==> src/rtl/seg7_display_ctrl.sv <==
// ---------------------------------------------------------------------------
// seg7_display_ctrl
//
// Registered seven-segment controller for a bank of NUM_DIGITS hex digits.
// Digits are captured by a load strobe, decoded to active-low segment
// patterns and driven out of a register, so the HEX pins never see
// combinational glitches. Each digit can blink from a shared divider, and
// the whole bank can be blanked with disp_en.
//
// Ports:
//   clk          system clock, rising-edge active
//   rst_n        synchronous active-low reset
//   data         packed digits, digit i = data[4i+3:4i]
//   load         latch data into the digit register
//   blink_mask   bit i = 1 makes digit i blink
//   blink_sync   restart the blink divider in the visible phase
//   disp_en      0 blanks every digit (the divider keeps running)
//   seg          active-low segments, group i = seg[7i+6:7i], bit 6 = g
//   blink_phase  1 while blinking digits are blanked
//
// Optional feature:
//   SEG7_LZ_BLANK_EN  when defined, leading zeros are blanked (digit 0 is
//                     always shown). When undefined no such logic exists.
// ---------------------------------------------------------------------------
module seg7_display_ctrl #(
    parameter int NUM_DIGITS = 6,
    parameter int BLINK_DIV  = 25_000_000
) (
    input  logic                    clk,
    input  logic                    rst_n,
    input  logic [4*NUM_DIGITS-1:0] data,
    input  logic                    load,
    input  logic [NUM_DIGITS-1:0]   blink_mask,
    input  logic                    blink_sync,
    input  logic                    disp_en,
    output logic [7*NUM_DIGITS-1:0] seg,
    output logic                    blink_phase
);

    localparam int CNT_W = (BLINK_DIV > 1) ? $clog2(BLINK_DIV) : 1;
    localparam logic [CNT_W-1:0] CNT_LAST = CNT_W'(BLINK_DIV - 1);
    localparam logic [6:0] SEG_BLANK = 7'h7F;

    logic [4*NUM_DIGITS-1:0] data_q;
    logic [NUM_DIGITS-1:0]   mask_q;
    logic                    en_q;
    logic [CNT_W-1:0]        cnt;
    logic [7*NUM_DIGITS-1:0] seg_next;

    // Active-low hex decode, bit order g..a.
    function automatic logic [6:0] hex_to_seg(input logic [3:0] digit);
        logic [6:0] pattern;
        case (digit)
            4'h0: pattern = 7'h40;
            4'h1: pattern = 7'h79;
            4'h2: pattern = 7'h24;
            4'h3: pattern = 7'h30;
            4'h4: pattern = 7'h19;
            4'h5: pattern = 7'h12;
            4'h6: pattern = 7'h02;
            4'h7: pattern = 7'h78;
            4'h8: pattern = 7'h00;
            4'h9: pattern = 7'h10;
            4'hA: pattern = 7'h08;
            4'hB: pattern = 7'h03;
            4'hC: pattern = 7'h46;
            4'hD: pattern = 7'h21;
            4'hE: pattern = 7'h06;
            default: pattern = 7'h0E;
        endcase
        return pattern;
    endfunction

    // Input latch stage. Mask and enable are resampled every cycle so that
    // they share the same two-cycle latency to seg as a loaded digit.
    always_ff @(posedge clk) begin
        if (!rst_n) begin
            data_q <= '0;
            mask_q <= '0;
            en_q   <= 1'b0;
        end else begin
            if (load) begin
                data_q <= data;
            end
            mask_q <= blink_mask;
            en_q   <= disp_en;
        end
    end

    // Blink divider. blink_sync wins over a wrap in the same cycle so the
    // caller always lands in the visible phase with a full half-period ahead.
    always_ff @(posedge clk) begin
        if (!rst_n) begin
            cnt         <= '0;
            blink_phase <= 1'b0;
        end else if (blink_sync) begin
            cnt         <= '0;
            blink_phase <= 1'b0;
        end else if (cnt == CNT_LAST) begin
            cnt         <= '0;
            blink_phase <= ~blink_phase;
        end else begin
            cnt <= cnt + CNT_W'(1);
        end
    end

`ifdef SEG7_LZ_BLANK_EN
    logic [NUM_DIGITS-1:0] lz_blank;

    // A digit is zero-blanked only while every digit above it is also a
    // blanked zero; the run stops at the first non-zero digit. Digit 0 is
    // never part of the run so a value of zero still shows a single "0".
    always_comb begin
        logic run;
        lz_blank = '0;
        run      = 1'b1;
        for (int i = NUM_DIGITS - 1; i >= 1; i--) begin
            run         = run && (data_q[4*i +: 4] == 4'h0);
            lz_blank[i] = run;
        end
    end
`endif

    // Per-digit blanking priority: global enable, then blink, then
    // leading-zero suppression, otherwise the decoded digit.
    always_comb begin
        seg_next = '0;
        for (int i = 0; i < NUM_DIGITS; i++) begin
            if (!en_q) begin
                seg_next[7*i +: 7] = SEG_BLANK;
            end else if (mask_q[i] && blink_phase) begin
                seg_next[7*i +: 7] = SEG_BLANK;
`ifdef SEG7_LZ_BLANK_EN
            end else if (lz_blank[i]) begin
                seg_next[7*i +: 7] = SEG_BLANK;
`endif
            end else begin
                seg_next[7*i +: 7] = hex_to_seg(data_q[4*i +: 4]);
            end
        end
    end

    // Output register; reset shows a fully blank display.
    always_ff @(posedge clk) begin
        if (!rst_n) begin
            seg <= {NUM_DIGITS{SEG_BLANK}};
        end else begin
            seg <= seg_next;
        end
    end

endmodule

==> config.mk <==
export PLATFORM = sky130hd
export DESIGN_NAME = seg7_display_ctrl
export DESIGN_NICKNAME = d
export VERILOG_FILES = /design/src/rtl/seg7_display_ctrl.sv
export SDC_FILE = /design/constraint.sdc
export NUM_CORES = 1
export LEC_CHECK = 0
export BUFFER_PORTS_ARGS = -buffer_cell sky130_fd_sc_hd__buf_4
export CORE_MARGIN = 2
export CORE_UTILIZATION = 45
export DETAILED_ROUTE_END_ITERATION = 8
export PLACE_DENSITY = 0.64
export SLEW_MARGIN = 20
export SYNTH_ARGS = -nofsm -noshare
export SYNTH_HDL_FRONTEND = slang
export SYNTH_SLANG_ARGS = --single-unit
==> constraint.sdc <==
create_clock -name clk -period 2.3 [get_ports clk]
set_clock_uncertainty 0.15 [all_clocks]
set_input_delay 0.345 -clock clk [delete_from_list [all_inputs] [get_ports clk]]
set_output_delay 0.345 -clock clk [all_outputs]
set_load 0.05 [all_outputs]
==> flow_summary.yaml <==
run_status:
  outcome: "finished, final reports clean"
global_routing:
  grt.total_usage_pct: 18.64
  grt_pass1_vias: 3585
  grt_pass1_wl_mm: 17.01
  grt_overflow_total: 0
  antenna_found_initial: 0
  grt_start_max_net_pins: 34
timing:
  worst_pin_slew_ns: 0.5926
  slew_violations: 0
  max-slew-margin-rel_pct: 60.50
  final.setup.worst_slack_ns: 0.3423
  fmax_ghz: 0.5108
  rsz0062_at_grt: "no"
  tns_ns: 0
  final_hold_viol_count: 0
  fin_crit_sh_pct: 85.12
  layout_min_cycle_time_ns: 1.958
  setup-violations-final: 0
clocking:
  cts.clk_slew.worst_paths_ns: 0.10
  htreeDepth: 3
  clock_path_buffers: 2
  clk_latency_ns: 0.38
  cts_setup_buffers: 0
  cts_buffers: 9
  cts_tree: "built"
  post_cts_resized: 0
  root_buffer: "clkbuf_8"
  cts.sinks: 99
  hold_buffers: 0
critical_path:
  path_max_fanout: 25
  arrival_ns: 2.07
  crit_path_start_kind: "flop"
  crit_path_start: "cnt[2]"
  reg2reg_from: "cnt[2]"
  crit_required_ns: 2.42
  cp-end-kind: "flop"
  crit_type: "reg2reg"
detailed_routing:
  drtIter0Drc: 195
  drtAntennaViolNets: 0
  drt-total-wl_mm: 10.06
  wl_per_cell_um: 14.15
  via_per_inst: 5.318
  post-route-drc-count: 0
  dr.pass1.iters: 4
  vias: 3781
logic_synthesis:
  syn-cell-area_sq_um: 4770
  synth_edf_count: 0
  synth_area_per_cell_sq_um: 9.501
  async_flop_share_pct: 0
  yosys_warnings: 0
  synth_ff_type: "dfxtp_1"
  ys_types: 45
  synth_nets: 574
  ys_ff_latch: 99
  synth.yosys.seq_area_share_pct: 41.55
  syn_inst: 502
finish:
  n_antenna_cell: 0
  finalNetCount: 643
  mostFrequentLayoutCell: "dfxtp_1"
  syn2layout_area_growth_pct: 17.65
  layout_common_cells: "99 x dfxtp_1, 79 x buf_4, 38 x nand2_1, 38 x nor2b_1, 37 x ha_1"
  drive_gt1_share_pct: 18.09
  num-fill-cells: 928
floorplan:
  die_w_um: 107.0
  die_area_sq_um: 11440
  die_y_um: 107.0
  start_util_pct: 46.20
  core-area_sq_um: 10320
  rows: 37
  ioPinCount: 78
job:
  cap_violations: 0
power:
  p_seq_share_pct: 53.9
  power_density_nw_per_um2: 611.8
  switching_power_uw: 916.3
  internal_power_mw: 2.517
  clockPowerShare_pct: 32.9
  power_frac_comb_pct: 13.2
  p_leak_nw: 2.168
  ir_worst_vdd_v: 0.0003585
  total_power_mw: 3.433
  switching_share_pct: 26.69
worst_hold_path:
  hp-class: "in2reg"
  min-delay-start: "blink_mask[3]"
place:
  gp_congestion: 0.8789
  pre_cts_ws_ns: 0.3597
  hpwl_mm: 7.171
  port_buffers: 77
## state kept, by name, summed over array words and instances (netlist names)
signal / count
seg: 42
blink_phase: 1
data_q: 24
mask_q: 6
en_q: 1
cnt: 25
## per-layer routing
metal | global-route usage, % | wire length (um) | part of all wire (%) | up-vias
li1 | - | - | - | 1921
met1 | 23.22 | 4628 | 46 | 1769
met2 | 31.80 | 4900 | 49 | 79
met3 | 3.222 | 346 | 3.4 | 12
met4 | 7.792 | 187 | 1.9 | 0
met5 | 0 | 0 | 0 | -
## path summary, 6_finish.rpt
| kind | end | cells past startpoint | slack [ns] |
|---|---|---|---|
| setup / recovery | cnt[4] | 5 | 0.34 |
| hold / removal | mask_q[3] | 2 | 0.02 |
| setup reg to reg | cnt[4] | 5 | 0.34 |
| hold reg to reg | cnt[21] | 2 | 0.33 |
## kinds of logic (layout without fill, tap and decap cells)
family	count (synthesis)	in the layout	synth area share, %
and+or+nand+nor	182	182	21.69
AOI/OAI and AO/OA	106	106	15.84
DFF	99	99	41.55
buffers and inverters	43	116	4.145
adders and majority gates	37	37	9.706
muxes	24	24	5.037
xor gates and xnor gates	11	11	2.020
## layout make-up
cell class              count  area [sq um]  share of cell area, %
multi-input cells         360          2590                  46.15
inverters                  22         82.58                  1.472
repair buffers             79         593.1                  10.57
well taps                 136         170.2                  3.032
flip-flops and latches     99          1982                  35.32
clock inverters             2         35.03                 0.6243
clock buffers              13         158.9                  2.832
## worst max-delay path, cell delays in order, from the launching register on
cell	delay (ns)
dfxtp_1	0.42
and3_1	0.39
nand3_4	0.17
o311ai_4	0.29
buf_4	0.32
nor2_1	0.10
## Yosys cell counts, types with 7 or more instances
cell	count	area share, %
inv_1	22	1.7
nand2_1	38	3.0
clkbuf_1	14	1.1
a21o_1	10	1.6
o31ai_1	7	1.1
nor2b_1	38	5.0
mux2i_1	24	5.0
xor2_1	7	1.3
nand3_1	19	2.0
o211ai_1	22	3.5
dfxtp_1	99	42
o311ai_0	25	4.6
or4_1	7	1.1
or3_1	7	0.92
and2_1	9	1.2
o21ai_0	14	1.5
nand2b_1	15	2.0
a21oi_1	22	2.3
ha_1	37	9.7
nor2_1	20	1.6
## stage by stage
step / area (sq um) / cells / utilization (%) / hold slack (ns)
floorplan: 4770 / 502 / - / 0.2874
global placement: 5418 / 696 / 52.48 / 0.3004
detailed placement: 5418 / 696 / 52.48 / 0.3178
CTS: 5612 / 711 / 54.36 / 0.009506
global route: 5612 / 711 / 54.36 / 0.008901
finish: 5612 / 711 / 54.36 / 0.02316
## power by group through the flow
stage               combinational [mW]  clock [mW]  sequential (mW)
floorplan                        0.224           0             1.97
global placement                 0.450           0             1.89
detailed placement               0.456           0             1.89
CTS                              0.457        1.16             1.85
global route                     0.499        1.22             1.86
finish                           0.454        1.13             1.85
No activity file was read; power rests on OpenSTA's default activity.
